===== src/rtl/ibus_sram_responder_pkg.sv =====
// Shared types and constants for the ibus-to-async-SRAM responder.
package ibus_sram_responder_pkg;

  // Width of the wait-state counter; WAIT_CYCLES must fit in it (0..15).
  localparam int CNT_W = 4;

  // Access sequencer states. END states exist only for writes (data hold).
  typedef enum logic [2:0] {
    IDLE,
    LO_ACT,
    LO_END,
    HI_ACT,
    HI_END,
    DONE
  } state_t;

  // Active-low byte enables for one half-word access: reads fetch both
  // bytes, writes enable only the requested lanes.
  function automatic logic [1:0] act_ben(input logic wr, input logic [1:0] be_half);
    return wr ? ~be_half : 2'b00;
  endfunction

endpackage


===== src/rtl/ibus_sram_responder_if.sv =====
// CPU instruction-bus signal bundle between naive_mips and its responder.
//
// Handshake: the master raises read or write (with address, byteenable and
// wrdata) and holds the request until it samples stall low at a clock edge;
// rddata is valid in that same cycle. stall is combinational from the
// request, so it is high in the very cycle a request appears. Dropping the
// request early abandons the transfer at the next half-word boundary.
interface ibus_sram_responder_if;
  logic [31:0] address;
  logic [3:0]  byteenable;
  logic        read;
  logic        write;
  logic [31:0] wrdata;
  logic [31:0] rddata;
  logic        stall;

  modport master (
    output address, byteenable, read, write, wrdata,
    input  rddata, stall
  );

  modport slave (
    input  address, byteenable, read, write, wrdata,
    output rddata, stall
  );
endinterface


===== src/rtl/ibus_sram_responder.sv =====
// Instruction-bus responder: splits each 32-bit ibus access into two 16-bit
// async-SRAM accesses (low half-word first) with programmable wait states.
module ibus_sram_responder
  import ibus_sram_responder_pkg::*;
#(
  parameter int WAIT_CYCLES = 1,
  parameter int ADDR_W      = 18
) (
  input  logic                 clk,
  input  logic                 rst_n,
  ibus_sram_responder_if.slave ibus,
  output logic [ADDR_W-1:0]    emc_addr,
  output logic                 emc_ce_n,
  output logic                 emc_oe_n,
  output logic                 emc_we_n,
  output logic [1:0]           emc_ben,
  output logic [15:0]          emc_dq_o,
  output logic [15:0]          emc_dq_t,
  input  logic [15:0]          emc_dq_i,
  output state_t               state_dbg
);

  localparam logic [CNT_W-1:0] CNT_LOAD = CNT_W'(WAIT_CYCLES);
  localparam int               HA_W     = ADDR_W - 1;

  state_t           state;
  logic [CNT_W-1:0] cnt;
  logic [HA_W-1:0]  lat_haddr;
  logic [15:0]      lat_data_hi;
  logic [1:0]       lat_be_hi;
  logic             lat_wr;
  logic [31:0]      rddata_q;

  logic             req;
  logic             done;
  logic [HA_W-1:0]  req_haddr;
  logic             unused_addr_bits;

  assign req       = ibus.read | ibus.write;
  assign done      = (state == DONE);
  assign req_haddr = ibus.address[ADDR_W:2];

  // Address bits outside the SRAM word range are deliberately ignored.
  assign unused_addr_bits = ^{ibus.address[31:ADDR_W+1], ibus.address[1:0]};

  // Stall follows the request until the DONE cycle; reset forces IDLE so it
  // simply mirrors the request while rst_n is low.
  assign ibus.stall  = req & ~done;
  assign ibus.rddata = rddata_q;
  assign state_dbg   = state;

  // Access sequencer with registered SRAM strobes and read-data capture.
  always_ff @(posedge clk or negedge rst_n) begin
    if (!rst_n) begin
      state       <= IDLE;
      cnt         <= '0;
      lat_haddr   <= '0;
      lat_data_hi <= '0;
      lat_be_hi   <= '0;
      lat_wr      <= 1'b0;
      rddata_q    <= '0;
      emc_addr    <= '0;
      emc_ce_n    <= 1'b1;
      emc_oe_n    <= 1'b1;
      emc_we_n    <= 1'b1;
      emc_ben     <= 2'b11;
      emc_dq_o    <= '0;
      emc_dq_t    <= 16'hFFFF;
    end else begin
      case (state)
        IDLE: begin
          if (req) begin
            // Write wins when both read and write are raised.
            lat_haddr   <= req_haddr;
            lat_data_hi <= ibus.wrdata[31:16];
            lat_be_hi   <= ibus.byteenable[3:2];
            lat_wr      <= ibus.write;
            cnt         <= CNT_LOAD;
            if (ibus.write && ibus.byteenable == 4'b0000) begin
              state <= DONE;
            end else if (ibus.write && ibus.byteenable[1:0] == 2'b00) begin
              state    <= HI_ACT;
              emc_addr <= {req_haddr, 1'b1};
              emc_ce_n <= 1'b0;
              emc_we_n <= 1'b0;
              emc_ben  <= act_ben(1'b1, ibus.byteenable[3:2]);
              emc_dq_o <= ibus.wrdata[31:16];
              emc_dq_t <= '0;
            end else begin
              state    <= LO_ACT;
              emc_addr <= {req_haddr, 1'b0};
              emc_ce_n <= 1'b0;
              emc_oe_n <= ibus.write;
              emc_we_n <= ~ibus.write;
              emc_ben  <= act_ben(ibus.write, ibus.byteenable[1:0]);
              if (ibus.write) begin
                emc_dq_o <= ibus.wrdata[15:0];
                emc_dq_t <= '0;
              end
            end
          end
        end

        LO_ACT: begin
          if (cnt != '0) begin
            cnt <= cnt - CNT_W'(1);
          end else begin
            cnt <= CNT_LOAD;
            if (lat_wr) begin
              // End the write pulse but keep data driven for one hold cycle.
              state    <= LO_END;
              emc_we_n <= 1'b1;
            end else begin
              rddata_q[15:0] <= emc_dq_i;
              if (req) begin
                state    <= HI_ACT;
                emc_addr <= {lat_haddr, 1'b1};
              end else begin
                state    <= IDLE;
                emc_ce_n <= 1'b1;
                emc_oe_n <= 1'b1;
                emc_ben  <= 2'b11;
              end
            end
          end
        end

        LO_END: begin
          if (req && lat_be_hi != 2'b00) begin
            state    <= HI_ACT;
            emc_addr <= {lat_haddr, 1'b1};
            emc_we_n <= 1'b0;
            emc_ben  <= act_ben(1'b1, lat_be_hi);
            emc_dq_o <= lat_data_hi;
          end else begin
            state    <= req ? DONE : IDLE;
            emc_ce_n <= 1'b1;
            emc_ben  <= 2'b11;
            emc_dq_t <= 16'hFFFF;
          end
        end

        HI_ACT: begin
          if (cnt != '0) begin
            cnt <= cnt - CNT_W'(1);
          end else begin
            cnt <= CNT_LOAD;
            if (lat_wr) begin
              state    <= HI_END;
              emc_we_n <= 1'b1;
            end else begin
              rddata_q[31:16] <= emc_dq_i;
              state           <= req ? DONE : IDLE;
              emc_ce_n        <= 1'b1;
              emc_oe_n        <= 1'b1;
              emc_ben         <= 2'b11;
            end
          end
        end

        HI_END: begin
          state    <= req ? DONE : IDLE;
          emc_ce_n <= 1'b1;
          emc_ben  <= 2'b11;
          emc_dq_t <= 16'hFFFF;
        end

        DONE: begin
          state <= IDLE;
        end

        default: begin
          state <= IDLE;
        end
      endcase
    end
  end

endmodule


===== src/flat_wrapper.sv =====
// flat-port wrapper written by rule: the top's interface ports become plain ports
module ibus_sram_responder_flat import ibus_sram_responder_pkg::*;
#(
  parameter int WAIT_CYCLES = 1,
  parameter int ADDR_W      = 18
)
  (clk, rst_n, emc_addr, emc_ce_n, emc_oe_n, emc_we_n, emc_ben, emc_dq_o, emc_dq_t, emc_dq_i, state_dbg, ibus_address, ibus_byteenable, ibus_read, ibus_write, ibus_wrdata, ibus_rddata, ibus_stall);
  ibus_sram_responder_if ibus_i ();
  input  logic clk;
  input  logic rst_n;
  output logic [ADDR_W-1:0] emc_addr;
  output logic emc_ce_n;
  output logic emc_oe_n;
  output logic emc_we_n;
  output logic [1:0] emc_ben;
  output logic [15:0] emc_dq_o;
  output logic [15:0] emc_dq_t;
  input  logic [15:0] emc_dq_i;
  output state_t state_dbg;
  input wire logic [$bits(ibus_i.address)-1:0] ibus_address;
  input wire logic [$bits(ibus_i.byteenable)-1:0] ibus_byteenable;
  input wire logic [$bits(ibus_i.read)-1:0] ibus_read;
  input wire logic [$bits(ibus_i.write)-1:0] ibus_write;
  input wire logic [$bits(ibus_i.wrdata)-1:0] ibus_wrdata;
  output wire logic [$bits(ibus_i.rddata)-1:0] ibus_rddata;
  output wire logic [$bits(ibus_i.stall)-1:0] ibus_stall;
  assign ibus_i.address = ibus_address;
  assign ibus_i.byteenable = ibus_byteenable;
  assign ibus_i.read = ibus_read;
  assign ibus_i.write = ibus_write;
  assign ibus_i.wrdata = ibus_wrdata;
  assign ibus_rddata = ibus_i.rddata;
  assign ibus_stall = ibus_i.stall;
  ibus_sram_responder #(.WAIT_CYCLES(WAIT_CYCLES), .ADDR_W(ADDR_W)) u_core (.clk(clk), .rst_n(rst_n), .ibus(ibus_i), .emc_addr(emc_addr), .emc_ce_n(emc_ce_n), .emc_oe_n(emc_oe_n), .emc_we_n(emc_we_n), .emc_ben(emc_ben), .emc_dq_o(emc_dq_o), .emc_dq_t(emc_dq_t), .emc_dq_i(emc_dq_i), .state_dbg(state_dbg));
endmodule

===== config.mk =====
export PLATFORM = sky130hd
export DESIGN_NAME = ibus_sram_responder_flat
export DESIGN_NICKNAME = d
export VERILOG_FILES = /design/src/rtl/ibus_sram_responder_pkg.sv /design/src/rtl/ibus_sram_responder_if.sv /design/src/rtl/ibus_sram_responder.sv /design/src/flat_wrapper.sv
export SDC_FILE = /design/constraint.sdc
export NUM_CORES = 1
export LEC_CHECK = 0
export ABC_AREA = 1
export BUFFER_PORTS_ARGS = -buffer_cell sky130_fd_sc_hd__buf_2
export CAP_MARGIN = 10
export CELL_PAD_IN_SITES_DETAIL_PLACEMENT = 0
export CELL_PAD_IN_SITES_GLOBAL_PLACEMENT = 1
export CORE_UTILIZATION = 33
export CTS_CLUSTER_SIZE = 24
export DETAILED_ROUTE_END_ITERATION = 10
export PLACE_DENSITY_LB_ADDON = 0.3
export SETUP_SLACK_MARGIN = 0.1
export SLEW_MARGIN = 20
export SYNTH_ARGS = -nofsm -noshare
export SYNTH_HDL_FRONTEND = slang
export SYNTH_SLANG_ARGS = --single-unit

===== constraint.sdc =====
create_clock -name clk -period 3.45 [get_ports clk]
set_input_delay 0.345 -clock clk [delete_from_list [all_inputs] [get_ports clk]]
set_output_delay 0.345 -clock clk [all_outputs]
set_load 0.05 [all_outputs]

==> impl_summary.md, run 1 <==
Run status
The flow ran to the end, and the final reports show no timing, DRC or antenna violations.

Setup path
The maximum net fanout on the critical path is 36. STA puts the critical path data required time at 3750 ps. The arrival time of data at the critical path endpoint is 2370 ps. The worst setup path is of the flip-flop to flip-flop kind.

The endpoint kind of the worst setup timing path is a flip-flop. STA classifies the critical path startpoint as a flip-flop.

Floorplanning
The number of top-level design ports is 179. Once the floorplan was initialized, standard cells occupied 33.8% of the core. The die outline height is 135 µm. The overall die width is 135 µm. The number of placement rows is 48. The area inside the core boundary is 17300 µm².

The area of the die is 18300 µm².

Layout
The proportion of layout cells with a drive suffix above 1 is 25.3%. The library cells used most frequently in the layout, excluding fill and tap cells, are 339 x sky130_fd_sc_hd__nand2_1, 162 x sky130_fd_sc_hd__buf_2, 109 x sky130_fd_sc_hd__dfrtp_1. At the end of the flow, the number of nets in the layout was 1015. The number of antenna cells inserted is 0. The library cell used most frequently in the layout, excluding fill and tap cells, is sky130_fd_sc_hd__nand2_1. The final cell utilization of the core is 42.2%. The relative area change from synthesis to final layout is 24.7%.

Timing
For this run, the top clock speed supported by timing is 0.484 GHz. The period utilization is 59.9%. In this run the tightest slew margin relative to its limit is 47.3%. Across all setup checks in the final design, the least slack found is 1380 ps.

Setup repair after global routing left no endpoint under its margin. The sum of negative setup slack is 0 ps. The number of endpoints with negative hold slack in the final report is 0. The final critical delay including setup and external delays is 2070 ps. The number of endpoints failing setup at the final stage is 0. The setup clock skew after layout is 11.7 ps. For the pin with the worst max-slew slack, the measured transition is 790 ps.

The final number of max-transition violations is 0.

Power and ir drop
The analysis attributes to cell leakage a power of 0.00411 µW. The power density of the placed cells is 1180 nW/µm². Overall power consumption after layout is estimated at 8570 µW. The worst ir drop on vdd is 0.000606 V.

Clock network
The maximum level of the CTS H-tree is 4. The clock reaches the later pin of the worst-skew pair after 420 ps. The cell sitting at the root of the clock tree is a sky130_fd_sc_hd__clkbuf_16. The CTS tree is done. The clock tree buffer depth is 2. The quantity of gates resized following cts is 0.

The number of CTS-inserted buffers is 17. The total clock sinks is 115. The clock-pin slew on the worst setup and hold paths is 60 ps.

Yosys
By area, the combinational part of the netlist is dominated by simple AND/OR/NAND/NOR gates. The synthesized netlist devotes 6.85% of its cell area to compound gates. Of the total synthesized cell area, the portion taken by full adders, half adders and majority gates is 0.214%. The mean area per synthesized cell is 7.49 µm².

When the netlist entered floorplanning its net count stood at 870. The count of state elements after synthesis is 115. Sequential elements use 49.3% of the synthesized area. After synthesis, the share of cell area in mux cells is 0%. The cell area that synthesis handed to floorplanning was 5850 µm². The synthesized instance count is 781. The synthesized netlist devotes 0.150% of its cell area to XOR and XNOR gates. The area share of and/or/nand/nor cells after synthesis is 32.7%.

The number of distinct library cell variants in the gate-level netlist after synthesis is 28. The number of warnings issued by yosys is 0.

Place
The congestion estimate from routability-driven global placement came to 0.828. The detailed placement HPWL is 10.4 mm. Input and output buffers added on the ports amount to 163. The worst slack at placement is 1300 ps.

Drt
The first-iteration detailed-routing DRC count is 303. The count of nets left with antenna violations once routing finished came out at 0. The total via count in the routed design is 5215.

After detailed routing, the total wire length is 15.6 mm. The routed wirelength normalized by instance count is 13.4 µm. The length of the first detailed-routing pass in iterations is 4. Using the TritonRoute via totals, the vias-per-cell ratio works out to 4.48.

For this run, design rule violations remaining after detail routing come to 0.

Global route
The total grt overflow is 0. The number of antenna violations at the first check in global routing was 0. The first global-routing pass estimated 25.1 mm of wire. The number of global-route vias before repair is 4965. The pin count of the biggest net entering global routing is 46. The combined global-route utilization of all metal layers is 17.8%.

Run
The number of violations of the max-capacitance limit is 0.

Min path
The class of the worst hold path is primary input to flip-flop.
==> timing repair <==
| action | CTS | global route |
|---|---|---|
| endpoints found under the hold margin | 37 | 0 |
| buffers inserted | 0 | 0 |
| hold buffers | 1 | 0 |
==> stage by stage <==
| stage | hold slack [ps] | cells | area [µm²] |
|---|---|---|---|
| 3_3_place_gp | 400 | 1131 | 6710 |
| 6_report | 147 | 1163 | 7290 |
| 4_1_cts | 126 | 1163 | 7290 |
| 2_1_floorplan | 49.4 | 781 | 5850 |
| 5_1_grt | 144 | 1163 | 7290 |
| 3_5_place_dp | 405 | 1131 | 6710 |
==> cells in the mapped netlist <==
cell type	n	area (µm²)
sky130_fd_sc_hd__a21oi_1	1	5.00
sky130_fd_sc_hd__a31oi_1	1	6.26
sky130_fd_sc_hd__buf_1	2	7.51
sky130_fd_sc_hd__buf_2	11	55.1
sky130_fd_sc_hd__buf_4	23	173
sky130_fd_sc_hd__buf_6	3	33.8
sky130_fd_sc_hd__clkbuf_1	6	22.5
sky130_fd_sc_hd__dfrtp_1	109	2730
sky130_fd_sc_hd__dfstp_2	6	158
sky130_fd_sc_hd__ha_1	1	12.5
sky130_fd_sc_hd__inv_1	83	312
sky130_fd_sc_hd__inv_2	6	22.5
sky130_fd_sc_hd__nand2_1	339	1270
sky130_fd_sc_hd__nand2_2	5	31.3
sky130_fd_sc_hd__nand2_4	3	33.8
sky130_fd_sc_hd__nand3_1	64	320
sky130_fd_sc_hd__nand3_2	3	30.0
sky130_fd_sc_hd__nand4_1	4	25.0
sky130_fd_sc_hd__nor2_1	22	82.6
sky130_fd_sc_hd__nor2_2	4	25.0
sky130_fd_sc_hd__nor2_4	7	78.8
sky130_fd_sc_hd__nor3_1	1	5.00
sky130_fd_sc_hd__nor3_2	1	10.0
sky130_fd_sc_hd__o21ai_0	69	345
sky130_fd_sc_hd__o21ai_1	3	15.0
sky130_fd_sc_hd__o21ai_4	1	16.3
sky130_fd_sc_hd__o22ai_1	2	12.5
sky130_fd_sc_hd__xnor2_1	1	8.76
==> kinds of logic (layout without fill, tap and decap cells) <==
logic type      Yosys count  in the layout
flops                   115            115
xor+xnor                  1              1
compound gates           77             77
buf+inv                 134            291
fa+ha+maj                 1              1
simple gates            453            453
==> worst paths after layout <==
kind	from	endpoint	slack [ps]	cells past startpoint
worst max-delay path	u_core.state_dbg[2]	u_core.emc_addr[2]	1380	9
worst min-delay path	ibus_address[17]	u_core.lat_haddr[15]	150	3
worst max register to register	u_core.state_dbg[2]	u_core.emc_addr[2]	1380	9
worst min register to register	u_core.emc_we_n	u_core.emc_we_n	460	2
max in group asynchronous	rst_n	u_core.emc_ben[1]	2120	3
min in group asynchronous	rst_n	u_core.lat_data_hi[10]	490	2
==> layer usage <==
metal,track usage [%],wire (µm)
met5,0,0
met4,5.24,138
met3,4.28,748
met2,27.7,7240
met1,24.5,7470
==> worst max-delay path: stages, from the launching register on <==
cell                      delay (ps)
sky130_fd_sc_hd__dfrtp_1         600
sky130_fd_sc_hd__inv_2           140
sky130_fd_sc_hd__nand2_2         210
sky130_fd_sc_hd__inv_2           100
sky130_fd_sc_hd__nand2_4         340
sky130_fd_sc_hd__nand2_4         230
sky130_fd_sc_hd__nand2_1         110
sky130_fd_sc_hd__nand2_1          60
sky130_fd_sc_hd__nand3_1          70
sky130_fd_sc_hd__nand2_1          60
==> registers in the layout, indices dropped and copies added (netlist names), 2 cells and up <==
signal,count
u_core.emc_addr,18
u_core.ibus.rddata,32
u_core.lat_be_hi,2
u_core.lat_data_hi,16
u_core.cnt,4
u_core.emc_ben,2
u_core.emc_dq_o,16
u_core.lat_haddr,17
u_core.state_dbg,3
==> cell type report <==
type / count / area, µm²
Clock inverter: 13 / 128
Inverter: 89 / 334
Sequential cell: 115 / 2890
Tap cell: 225 / 282
Multi-Input combinational cell: 532 / 2340
Fill cell: 1876 / 10000
Timing Repair Buffer: 171 / 881
Clock buffer: 18 / 439
==> where the power goes <==
part,switching [µW],internal [µW],total (µW)
logic,3430,1050,4480
clock network,671,1010,1680
registers,353,2050,2400
(Power assumes the default switching activity.)
==> run 2: changes to the inputs <==
==> constraint.sdc (replaced) <==
create_clock -name clk -period 1.9 [get_ports clk]
set_input_delay 0.19 -clock clk [delete_from_list [all_inputs] [get_ports clk]]
set_output_delay 0.19 -clock clk [all_outputs]
set_load 0.05 [all_outputs]
==> run 2 against run 1 <==
Compared with the run above:
- cell area up 7.3%
- setup slack got worse by 1200 ps
- global-route usage increased by 0.40 points
- clock power up 90%
- largest cell class unchanged
- largest power group unchanged
==> impl_summary.md, run 2 (synthesis results as in run 1) <==
Run status
The flow ran to the end, and the final reports show no timing, DRC or antenna violations.

Setup path
The maximum net fanout on the critical path came to 7 (-81%). The critical path depth is 3 (-6). The arrival time of data at the critical path endpoint came to 1520 ps (-850 ps). The logic depth of the worst register-to-register path came to 7 (-2). The required time reported for the critical path endpoint is 1710 ps (-2040 ps). The number of buffers and inverters on the critical path is 2 (unchanged). The critical path is of the flip-flop to output port type.

The critical path goes through buf_4 -> a31oi_2 -> buf_2. In this run the worst setup path begins at u_core.state_dbg[2]. The launching point of the worst reg2reg path is u_core.cnt[0]. The stage delay of the slowest cell on the critical path is 420 ps (-180 ps). STA classifies the critical path endpoint as an output port. The slack of the worst reg-to-reg path came to 250 ps (-1130 ps). The kind of cell with the highest combined delay along the critical path is buffers and inverters. The worst-path cell with the longest stage delay is sky130_fd_sc_hd__dfrtp_1. The capturing point of the worst reg2reg path is u_core.emc_addr[2]. The critical path launch point type is a flip-flop.

Power and ir drop
The part of the power in registers was 27.2% (-0.8 points). The part of the power in the clock network came to 20.0% (+0.3 points). The worst ir drop on vdd is 0.00104 V (+72%). The leakage dissipation was 0.00434 µW (+5.7%). The share of total power in combinational logic was 52.8% (+0.5 points). The total power of the final layout was 16000 µW (+87%). The switching power share of the total is 51.1% (-0.90 points). The cell-internal power came to 7830 µW (+90%). The reported net switching power is 8190 µW (+84%). The power density of the placed cells is 2050 nW/µm² (+74%).

Drt
The routed wirelength normalized by instance count is 13.1 µm (-2.1%). The total via count in the routed design is 5364 (+2.9%). The highest layer touched by signal routing is met4. The first-iteration detailed-routing DRC count is 258 (-15%). The residual DRC count came to 0 (unchanged). The final wirelength is 15.9 mm (+1.9%). The wire length on met1 is 7.54 mm (+0.84%). The post-detailed-route count of antenna-violating nets is 0 (unchanged). The met2 wirelength from detailed routing is 7.27 mm (+0.50%). The met3 wirelength from detailed routing is 888 µm (+19%). The via density per instance is 4.43 (-1.1%).

The length of the first detailed-routing pass in iterations came to 5 (+1).

Global route
The number of antenna violations at the first check in global routing is 0 (unchanged). The number of global-route vias before repair is 5088 (+2.5%). The combined global-route utilization of all metal layers was 18.2% (+0.40 points). The pin count of the biggest net entering global routing came to 76 (+65%).

The global-route wire length before repair was 25.7 mm (+2.1%). The total grt overflow was 0 (unchanged).

Min path
The startpoint identified for the worst hold timing path is ibus_wrdata[25]. The min-delay analysis places its worst path in the category primary input to flip-flop. The hold-critical path depth is 3 (unchanged).

The endpoint of the worst hold path is u_core.lat_data_hi[9].

Floorplanning
The number of top-level design ports is 179 (unchanged). The area of the die came to 18300 µm² (unchanged). The overall die width came to 135 µm (unchanged). The area inside the core boundary is 17300 µm² (unchanged). The number of placement rows is 48 (unchanged). The die outline height was 135 µm (unchanged). The effective utilization at floorplan is 33.8% (unchanged).

Place
The routability congestion estimate from global placement is 0.804 (-2.9%). The count of input and output buffers is 163 (unchanged). The detailed placement HPWL is 10.8 mm (+3.3%). The worst slack at placement came to 3.15 ps (-1300 ps).

Clock network
The number of CTS-inserted buffers is 17 (unchanged). The clock root buffer is sky130_fd_sc_hd__clkbuf_16. The CTS tree is done.

The clock tree buffer depth was 2 (unchanged). The total clock sinks is 115 (unchanged). The clock-pin slew on the worst setup and hold paths was 60 ps (about the same). The latest clock arrival within the worst-skew pair is 410 ps (about the same). The maximum level of the CTS H-tree is 4 (unchanged).

Timing
The peak clock frequency supported by timing is 0.584 GHz. The worst path needs 1710 ps of the cycle, external delays included. The sum of negative setup slack is 0 ps (unchanged).

Dividing the final minimum period by the clock period gives 90.2%. The setup clock skew after layout was 9.17 ps (-2.51 ps). Setup repair after global routing left no endpoint under its margin. The worst path setup slack after routing is 187 ps (-1200 ps). The transition time at the pin with the least slew margin is 511 ps (-279 ps). The number of endpoints failing setup at the final stage was 0 (unchanged).

The worst-case headroom to the max-slew limit is 65.9% (+19 points). The final number of max-transition violations is 0 (unchanged). The number of endpoints with negative hold slack in the final report was 0 (unchanged).

Layout
The number of antenna cells inserted is 0 (unchanged). The area occupied by multi-input gates is 2360 µm² (+0.59%). The count of nets after finishing came to 1061 (+4.5%). The top cell types in the final layout, fill and taps aside, are 338 x sky130_fd_sc_hd__nand2_1, 162 x sky130_fd_sc_hd__buf_2, 107 x sky130_fd_sc_hd__dfrtp_1. The relative area change from synthesis to final layout is 33.8%.

The storage element area is 2890 µm² (about the same). The library cell used most frequently in the layout, excluding fill and tap cells, is sky130_fd_sc_hd__nand2_1. The number of filler cells placed in the layout is 1813 (-3.4%). The final cell utilization of the core is 45.2% (+3.1 points). The proportion of layout cells with a drive suffix above 1 is 25.7% (+0.42 points). The number of flip-flops in the largest register is 32 (unchanged).

Run
The number of violations of the max-capacitance limit is 0 (unchanged).
==> run 2: repair_timing <==
action | in CTS | in global routing
pin swaps | 1 | 0
hold buffers | 35 | 0
setup endpoints to repair | 16 | 13
setup buffers | 1 | 0
gates resized for setup | 0 | 4
endpoints found under the hold margin | 162 | 0
==> run 2: routing by layer <==
layer  GRT usage [%]  up-vias
met5               0        -
met2            28.2      133
met4            5.81        0
li1                -     2781
met1            24.9     2436
met3            4.50       14
==> run 2: worst max-delay path by stage <==
stage	to
final	ibus_stall
after global routing	u_core.emc_addr[2]
after CTS	ibus_stall
after detailed placement	u_core.emc_dq_o[11]
after global placement	u_core.emc_dq_o[12]
after floorplan	u_core.emc_addr[10]
==> run 2: worst register-to-register path: stages, from the launching register on <==
cell and delay, ps:
sky130_fd_sc_hd__dfrtp_1 390, sky130_fd_sc_hd__inv_1 100, sky130_fd_sc_hd__ha_1 250, sky130_fd_sc_hd__nand4_1 180
sky130_fd_sc_hd__o21ai_4 190, sky130_fd_sc_hd__buf_4 270, sky130_fd_sc_hd__nand3_1 110, sky130_fd_sc_hd__nand2_1 90
==> run 2: power groups by stage <==
stage	combinational (µW)	clock, µW	sequential, µW
finish	8450	3200	4360
global route	9320	3400	4520
CTS	8540	3280	4370
detailed placement	8470	0	4370
global placement	8410	0	4370
floorplan	3820	0	7030
==> run 2: cell type report <==
class / instances / share of cell area, %
multi-input combinational: 532 / 30.1
tap: 225 / 3.60
timing repair buffer: 217 / 17.6
inverter: 89 / 4.27
sequential: 115 / 36.9
clock inverter: 13 / 1.90
clock buffer: 19 / 5.66
==> run 2: through the flow <==
stage | instances | area (µm²) | hold slack, ps
after global placement | 1142 | 6870 | 189
after CTS | 1210 | 7820 | 0.188
after floorplan | 781 | 5850 | -106
after global routing | 1210 | 7830 | 17.9
after detailed placement | 1142 | 6870 | 190
final | 1210 | 7830 | 16.1
==> run 3: changes to the inputs <==
--- a/config.mk
+++ b/config.mk
@@ -14,6 +14,7 @@
 export CTS_CLUSTER_SIZE = 24
 export DETAILED_ROUTE_END_ITERATION = 10
 export PLACE_DENSITY_LB_ADDON = 0.3
+export REMOVE_ABC_BUFFERS = 1
 export SETUP_SLACK_MARGIN = 0.1
 export SLEW_MARGIN = 20
 export SYNTH_ARGS = -nofsm -noshare
==> run 3 against run 2 <==
Compared with the run above:
- sequential share of layout area down 0.63 points
- wire length up 2.5%
- largest power group unchanged
- largest cell class unchanged
- maximum frequency up 1.1%
- clock skew up 0.66 ps
- register-to-register slack worse by 30 ps
- total power up 2.6%
- critical path depth up 1
==> impl_summary.md, run 3 (synthesis results as in run 1) <==
Clock network
The total clock sinks is 115 (unchanged). The number of CTS-inserted buffers came to 17 (unchanged). The CTS tree is done.

The maximum level of the CTS H-tree is 4 (unchanged). The clock-pin slew on the worst setup and hold paths is 50 ps (about the same). The latest clock arrival within the worst-skew pair came to 410 ps (about the same). The clock tree buffer depth came to 2 (unchanged). The clock root buffer is sky130_fd_sc_hd__clkbuf_16.

Min path
The class of the worst hold path is primary input to flip-flop.

Layout
The post-route cell area is 7950 µm² (+1.6%). The most common cell after layout, fill and taps aside is sky130_fd_sc_hd__nand2_1. The final cell count without fillers is 1226 (+1.3%). The number of flip-flops in the largest register is 32 (unchanged). In the layout the commonest cells are 338 x sky130_fd_sc_hd__nand2_1, 161 x sky130_fd_sc_hd__buf_2, 109 x sky130_fd_sc_hd__dfrtp_1.

Relative to the synthesized area, the layout overhead comes to 36.0%. The number of antenna cells inserted is 0 (unchanged). The count of nets after finishing is 1077 (+1.5%). The proportion of layout cells with a drive suffix above 1 is 27.3% (+1.6 points).

Floorplanning
The die outline height is 135 µm (unchanged). The overall die width is 135 µm (unchanged). The number of placement rows is 48 (unchanged). The area inside the core boundary was 17300 µm² (unchanged). The effective utilization at floorplan is 33.8% (unchanged).

The number of top-level design ports is 179 (unchanged). The area of the die is 18300 µm² (unchanged).

Setup path
The cell with the most instances on the worst path is sky130_fd_sc_hd__buf_4. Walking the worst path, the cells encountered are buf_4 -> inv_2 -> a31oi_2 -> buf_4. The maximum net fanout on the critical path came to 7 (unchanged).

The slowest stage of the critical path belongs to the cell sky130_fd_sc_hd__dfrtp_1. The arrival time of data at the critical path endpoint is 1500 ps (-20 ps). The critical path launch point type is a flip-flop. The stage delay of the slowest cell on the critical path was 430 ps (about the same). The required time reported for the critical path endpoint was 1710 ps (about the same). The kind of critical path is flip-flop to output port. STA classifies the critical path endpoint as an output port.

Drt
The first-iteration detailed-routing DRC count came to 290 (+12%). The length of the first detailed-routing pass in iterations was 5 (unchanged). The total via count in the routed design is 5451 (+1.6%).

The via density per instance was 4.45 (+0.30%). The residual DRC count is 0 (unchanged). The final wirelength is 16.3 mm (+2.5%). The routed wirelength normalized by instance count is 13.3 µm (+1.2%). The post-detailed-route count of antenna-violating nets is 0 (unchanged).

Power and ir drop
The power density of the placed cells is 2070 nW/µm² (+0.99%). The leakage dissipation is 0.00443 µW (+2.1%). The worst ir drop on vdd is 0.00111 V (+6.6%). The total power of the final layout is 16400 µW (+2.6%).

Global route
The met3 usage in global routing is 5.41% (+0.90 points). In this run the most used layer during global routing was met2. The number of antenna violations at the first check in global routing is 0 (unchanged). The global-route wire length before repair came to 26.5 mm (+3.3%).

The pin count of the biggest net entering global routing is 45 (-41%). The combined global-route utilization of all metal layers is 18.7% (+0.50 points). The fraction of met1 tracks used by global routing is 24.1% (-0.76 points).

The number of global-route vias before repair is 5296 (+4.1%). The total grt overflow is 0 (unchanged). The met2 usage in global routing is 30.2% (+2.0 points).

Run
The number of violations of the max-capacitance limit is 0 (unchanged).

Place
The post-placement cell count came to 1158 (+1.4%). The count of input and output buffers is 163 (unchanged). The routability congestion estimate from global placement is 0.801 (-0.41%). The post-place instance area is 6960 µm² (+1.4%). The detailed placement HPWL was 11.1 mm (+3.6%).

Timing
The number of endpoints failing setup at the final stage was 0 (unchanged). The peak clock frequency supported by timing came to 0.590 GHz (+1.1%). The setup clock skew after layout is 9.83 ps (+0.655 ps). The final number of max-transition violations is 0 (unchanged). Setup repair after global routing could not meet its margin everywhere. The period utilization is 89.2% (-0.97 points).

The worst-case headroom to the max-slew limit is 66.9% (+0.94 points). The final critical delay including setup and external delays was 1690 ps (-18.3 ps). The final hold slack is 6.27 ps (-9.79 ps). The transition time at the pin with the least slew margin is 496 ps (-14.1 ps). The number of endpoints with negative hold slack in the final report was 0 (unchanged). The sum of negative setup slack is 0 ps (unchanged).

Run status
The run finished with clean final reports.
run 3: changes by cell type in the layout (fill, tap and decap cells not counted), sizes merged:
cell,previous run,this run
clkbuf,19,20
buf,182,203
bufinv,2,4
dlygate4sd3,35,29
inv,93,90
nor2,33,34
run 3: worst max-delay path, delay by kind of cell, from the launching register on:
| family | cells | cell delay [ps] |
|---|---|---|
| buffers and inverters | 3 | 530 |
| flip-flops | 1 | 430 |
| AO/OA/AOI/OAI | 1 | 130 |
run 3: per-stage QoR:
step,utilization [%],worst slack [ps]
floorplan,-,-1850
detailed placement,40.2,-146
global placement,40.2,-101
finish,46.0,205
global route,46.0,92.8
CTS,45.6,111
run 3: what timing repair did:
action / CTS / global route
endpoints found under the hold margin: 64 / 0
resized for setup: 2 / 2
cloned: 0 / 1
endpoints found under the setup margin: 20 / 22
buffers inserted: 0 / 6
hold buffers: 29 / 0
pin swaps: 0 / 2
run 3: power breakdown:
group | switching (µW) | total [µW] | leakage [µW] | internal (µW)
combinational | 6400 | 8670 | 0.00273 | 2280
clock | 1160 | 3430 | 0.000303 | 2270
sequential | 616 | 4340 | 0.00140 | 3720
total | 8180 | 16400 | 0.00443 | 8260
run 3: routing by layer:
metal  vias to the layer above  part of all wire, %
met5                         -                    0
met4                         0                 0.98
met3                        12                  6.1
met2                       154                   46
met1                      2468                   47
li1                       2817                    -
run 3: cell type report:
type                            instances  area (µm²)
Clock buffer                           20         457
Clock inverter                         12         179
Fill cell                            1785        9340
Inverter                               89         334
Multi-Input combinational cell        533        2360
Sequential cell                       115        2890
Tap cell                              225         282
Timing Repair Buffer                  232        1460
run 3: path summary, 6_finish.rpt:
path	startpoint	end	slack, ps	cells past startpoint
worst min-delay path	ibus_address[10]	u_core.lat_haddr[8]	6	3
worst min register to register	u_core.emc_ce_n	u_core.emc_ce_n	460	2
worst max register to register	u_core.state_dbg[1]	u_core.emc_dq_o[3]	220	8
min in group asynchronous	rst_n	u_core.emc_dq_o[12]	260	2
worst max-delay path	u_core.state_dbg[1]	ibus_stall	210	4
max in group asynchronous	rst_n	u_core.ibus.rddata[27]	970	3
